File: src/rtl/gf26_mul_arbiter.sv
// gf26_mul_arbiter: round-robin sharing of one GF(2^6) product array with start/ready sequencing and a watchdog
module gf26_mul_arbiter #(
  parameter int NUM_REQ = 3,
  parameter int TIMEOUT = 1023
) (
  input  logic                  clk,
  input  logic                  reset,
  input  logic [NUM_REQ-1:0]    req,
  input  logic [54*NUM_REQ-1:0] x_in,
  input  logic [48*NUM_REQ-1:0] y_in,
  output logic [NUM_REQ-1:0]    ack,
  output logic [NUM_REQ-1:0]    done,
  output logic [NUM_REQ-1:0]    err,
  output logic [53:0]           z_out,
  output logic                  busy,
  output logic                  fault,
  output logic                  mul_start,
  output logic [53:0]           mul_x,
  output logic [47:0]           mul_y,
  input  logic                  mul_ready,
  input  logic [53:0]           mul_z
);
  localparam int IW = $clog2(NUM_REQ);
  localparam int WW = $clog2(TIMEOUT + 1);
  typedef enum logic [2:0] {IDLE, ISSUE, WAIT_CLR, WAIT_DONE, GAP, HALT} state_t;
  state_t               r_state;
  logic [IW-1:0]        r_last, r_own, w_gnt;
  logic                 w_vld, w_to;
  logic [WW-1:0]        r_wd;
  logic [NUM_REQ-1:0]   r_ack, r_done, r_err, w_oh;
  logic [53:0]          r_z, r_x;
  logic [47:0]          r_y;
  logic                 r_fault, r_start;
  // Nearest set bit after r_last wins; scanning farthest-first lets the nearest overwrite.
  always_comb begin
    w_vld = 1'b0;
    w_gnt = '0;
    for (int k = NUM_REQ; k >= 1; k--)
      if (req[(int'(r_last) + k) % NUM_REQ]) begin
        w_vld = 1'b1;
        w_gnt = IW'((int'(r_last) + k) % NUM_REQ);
      end
  end
  // Watchdog is cleared in ISSUE, so this fires on the TIMEOUT-th cycle after ISSUE.
  assign w_to      = r_wd == WW'(TIMEOUT - 2);
  assign w_oh      = NUM_REQ'(1) << r_own;
  assign busy      = r_state != IDLE;
  assign ack       = r_ack;
  assign done      = r_done;
  assign err       = r_err;
  assign z_out     = r_z;
  assign fault     = r_fault;
  assign mul_start = r_start;
  assign mul_x     = r_x;
  assign mul_y     = r_y;
  always_ff @(posedge clk) begin
    if (reset) begin
      r_state <= IDLE;
      r_last  <= IW'(NUM_REQ - 1);
      r_own   <= '0;
      r_wd    <= '0;
      r_ack   <= '0;
      r_done  <= '0;
      r_err   <= '0;
      r_z     <= '0;
      r_x     <= '0;
      r_y     <= '0;
      r_fault <= 1'b0;
      r_start <= 1'b0;
    end else begin
      r_ack   <= '0;
      r_done  <= '0;
      r_err   <= '0;
      r_start <= 1'b0;
      case (r_state)
        IDLE: if (w_vld && !r_fault) begin
          r_own   <= w_gnt;
          r_last  <= w_gnt;
          r_x     <= x_in[w_gnt*54 +: 54];
          r_y     <= y_in[w_gnt*48 +: 48];
          r_ack   <= NUM_REQ'(1) << w_gnt;
          r_start <= 1'b1;
          r_state <= ISSUE;
        end
        ISSUE: begin
          r_wd    <= '0;
          r_state <= WAIT_CLR;
        end
        WAIT_CLR, WAIT_DONE: begin
          r_wd <= r_wd + 1'b1;
          if (r_state == WAIT_DONE && mul_ready) begin
            r_z     <= mul_z;
            r_done  <= w_oh;
            r_state <= GAP;
          end else if (w_to) begin
            r_err   <= w_oh;
            r_fault <= 1'b1;
            r_state <= HALT;
          end else if (r_state == WAIT_CLR && !mul_ready) r_state <= WAIT_DONE;
        end
        GAP: r_state <= IDLE;
        default: ;
      endcase
    end
  end
endmodule

File: config.mk
export PLATFORM = sky130hd
export DESIGN_NAME = gf26_mul_arbiter
export DESIGN_NICKNAME = d
export VERILOG_FILES = /design/src/rtl/gf26_mul_arbiter.sv
export SDC_FILE = /design/constraint.sdc
export NUM_CORES = 1
export LEC_CHECK = 0
export CAP_MARGIN = 0
export CORE_AREA = 2 2 208 210
export CTS_BUF_LIST = sky130_fd_sc_hd__clkbuf_8
export DETAILED_ROUTE_END_ITERATION = 10
export DIE_AREA = 0 0 210 212
export DONT_BUFFER_PORTS = 1
export HOLD_SLACK_MARGIN = 0.15
export SKIP_LAST_GASP = 1
export SYNTH_ARGS = -nofsm -noshare
export SYNTH_HDL_FRONTEND = slang
export SYNTH_SLANG_ARGS = --single-unit
File: constraint.sdc
create_clock -name clk -period 3.3 [get_ports clk]
set_input_delay 0.66 -clock clk [delete_from_list [all_inputs] [get_ports clk]]
set_output_delay 0.66 -clock clk [all_outputs]
set_load 0.005 [all_outputs]
==> impl_metrics.toml <==
[outcome]
outcome = "completed"

[layout]
fin_area_um2 = 11000
multi_input_area_um2 = 5480
seq_area_um2 = 3660
area_delta_synth_final_pct = 12.3
nets = 1457
nFillCells = 4564
drive_gt1_share_pct = 14.5

[run]
maxCapViolations = 0

[global_routing]
gr-usage-all-layers_pct = 16.3
gr-total-overflow = 0
first_global_vias = 8803
antenna_found_initial = 3
grt_max_degree = 116
grt_first_pass_wirelength_mm = 54.4

[synth]
synth_cells = 1145
async_flop_share_pct = 0
synthTopCellsByCount = "dfxtp_1 (183), nor2_1 (125), nand2_1 (121), o2bb2ai_1 (100), clkbuf_1 (86)"
synth_edf_count = 0
synth_seq_area_share_pct = 37.5
synth_cell_types = 53
ys_warn_count = 0
synth.area.top_cells = "dfxtp_1 (37%), o2bb2ai_1 (9.0%), a311oi_1 (6.4%)"
yosys.cell_count.top_type = "dfxtp_1"
synth_ff_type = "dfxtp_1"
synth_seq_cells = 183
syn_nets = 1517
synth_top_area_cell = "dfxtp_1"
synth.top_cell.area_share_pct = 37.5
netlist_area_um2 = 9780
syn_avg_cell_area_um2 = 8.54

[setup_path]
cp.depth = 8
r2r-start = "r_last[0]"
crit_fanout = 55
crit_family = "compound AO/OA/AOI/OAI gates"
slowest_delay_ns = 0.47
slowest_stage = "o211ai_1"
r2r_cells = 8
crit_path_cell_trace = "inv_1 -> ha_1 -> mux2i_1 -> o21ai_1 -> o211ai_1 -> buf_12 -> a311oi_1 -> a211oi_1"
critPathLaunchType = "flop"
reg2reg_to = "mul_x[4]"
critPathCaptureType = "flop"
r2r_slack_ns = 0.35
cp.required_ns = 3.75
critPathKind = "reg2reg"
crit_start = "r_last[0]"
critPathCapture = "mul_x[4]"
critPathBufInv = 2
cp.arrival_ns = 3.40

[power_and_ir_drop]
combPwrFrac_pct = 59.8
powerDensity_nw_per_um2 = 1120
p_sw_mw = 6.31
p_total_mw = 12.3
p_int_mw = 6.03
p_clk_share_pct = 12.8
ir_drop_mv = 0.703
p_seq_share_pct = 27.4
power.leakage_nw = 3.31
sw_frac_of_total_pct = 51.1

[floorplanning]
start_util_pct = 23.0
placementRows = 76
die_h_um = 212
boundaryPins = 534
core_area_um2 = 42500
die_area_um2 = 44500
dieWidth_um = 210

[place]
place_ws_ns = 0.383
io_buffers = 0
dpl_cell_area_um2 = 10400
hpwl_mm = 26.7
place.gp.congestion = 0.932

[routing]
drtPass1Iterations = 5
vias_per_cell = 5.76
drt_iter0_markers = 842
dr_wl_met2_mm = 18.0
vias = 9504
wl_met1_mm = 14.5
ant_nets = 0
route.detailed.drc = 0
post_drt_wl_per_cell_um = 23.3
met3_length_mm = 4.05
top_layer = "met5"
drt_wl_total_mm = 38.4

[timing]
max-slew-margin-rel_pct = 37.2
hold_ws_ns = 0.230
final.setup.tns_ns = 0
worst_slew_pin_slew_ns = 0.939
drv_slew = 0
fmax_mhz = 339
hold_viol = 0
finalSetupViolCount = 0
rsz0062_at_grt = "false"
finalCritPeriodShare_pct = 89.3
layout_setup_ws_ns = 0.354
finClkSkew_ns = 0.0187
period_needed_ns = 2.95

[clock_network]
clk_latency_ns = 0.55
cts_buffers = 17
clk_path_buf_depth = 2
cts_sinks = 183
cts_root_buffer = "clkbuf_8"
clk_pin_slew_ns = 0.11
cts_tree = "done"
htree_levels = 4
cts_setup_buffers = 0

[min_path]
holdCritPathClass = "in2reg"
==> state kept, by name, summed over array words and instances (netlist names) <==
register,cells
err,3
r_state,3
ack,3
fault,1
z_out,54
r_wd,10
mul_start,1
r_last,2
mul_y,48
r_own,1
done,3
mul_x,54
==> area by class of cell <==
class                      count  share of cell area (%)
tap                          546                    6.22
antenna                        5                   0.114
inverter                       9                   0.308
multi-input combinational    814                    49.9
clock buffer                  17                    2.13
sequential                   183                    33.4
clock inverter                15                    1.42
timing repair buffer          60                    6.48
==> what timing repair did <==
item | in CTS | in global routing
setup endpoints to repair | 0 | 0
resized for setup | 0 | 0
hold buffers | 15 | 0
endpoints found under the hold margin | 115 | 0
==> logic make-up (layout without fill, tap and decap cells) <==
family          Yosys count  count (layout)  share of synthesized area, %
buf+inv                 148             101                          6.95
mux                       9               9                          1.16
flops                   183             183                          37.5
fa+ha+maj                 6               6                         0.768
other cells               0               5                             0
compound gates          507             507                          41.1
simple gates            292             292                          12.6
==> worst register-to-register path: cells and delay by family (launching register included) <==
family,cells,cell delay (ns)
compound gates,4,1.22
flops,1,0.39
buf+inv,2,0.42
mux,1,0.40
fa+ha+maj,1,0.41
==> metrics by stage <==
step	instances	utilization [%]
after floorplan	1145	-
after global placement	1597	24.4
after detailed placement	1597	24.4
after CTS	1644	25.8
after global routing	1647	25.8
final	1649	25.8
==> power groups by stage <==
stage	Combinational, mW	Sequential (mW)	Clock, mW
floorplan	5.41	3.15	0
global placement	7.14	3.42	0
CTS	7.39	3.37	1.66
detailed placement	7.32	3.41	0
global route	8.00	3.42	1.73
finish	7.38	3.37	1.58
==> cell usage in the layout, fill, tap and decap left out, types with 5 or more instances in the layout <==
cell type / count
nand3_1: 6
a311oi_1: 71
nand2_1: 120
diode_2: 5
nand4_1: 5
o2bb2ai_1: 100
o21ai_1: 59
nor3_1: 10
nor2b_1: 5
a211oi_1: 71
o21ai_0: 51
clkbuf_8: 17
ha_1: 6
inv_8: 5
nor2_1: 123
dfxtp_1: 183
a311oi_2: 30
a211oi_2: 30
a22oi_1: 7
a21oi_1: 67
buf_12: 15
buf_4: 30
inv_1: 10
dlygate4sd3_1: 13
==> worst min-delay path by stage <==
stage / start / end / slack, ns / cells after the start
after CTS: mul_z[27] / z_out[27] / 0.15 / 2
after global placement: z_out[14] / z_out[14] / 0.46 / 2
final: mul_z[26] / z_out[26] / 0.23 / 2
after detailed placement: z_out[14] / z_out[14] / 0.46 / 2
after floorplan: z_out[0] / z_out[0] / 0.45 / 2
after global routing: mul_z[24] / z_out[24] / 0.16 / 2
==> per-layer routing <==
metal	track usage (%)	vias up
li1	-	4248
met1	18.3	4555
met2	25.9	601
met3	6.87	98
met4	9.20	2
met5	0	-
(Power assumes the default switching activity.)
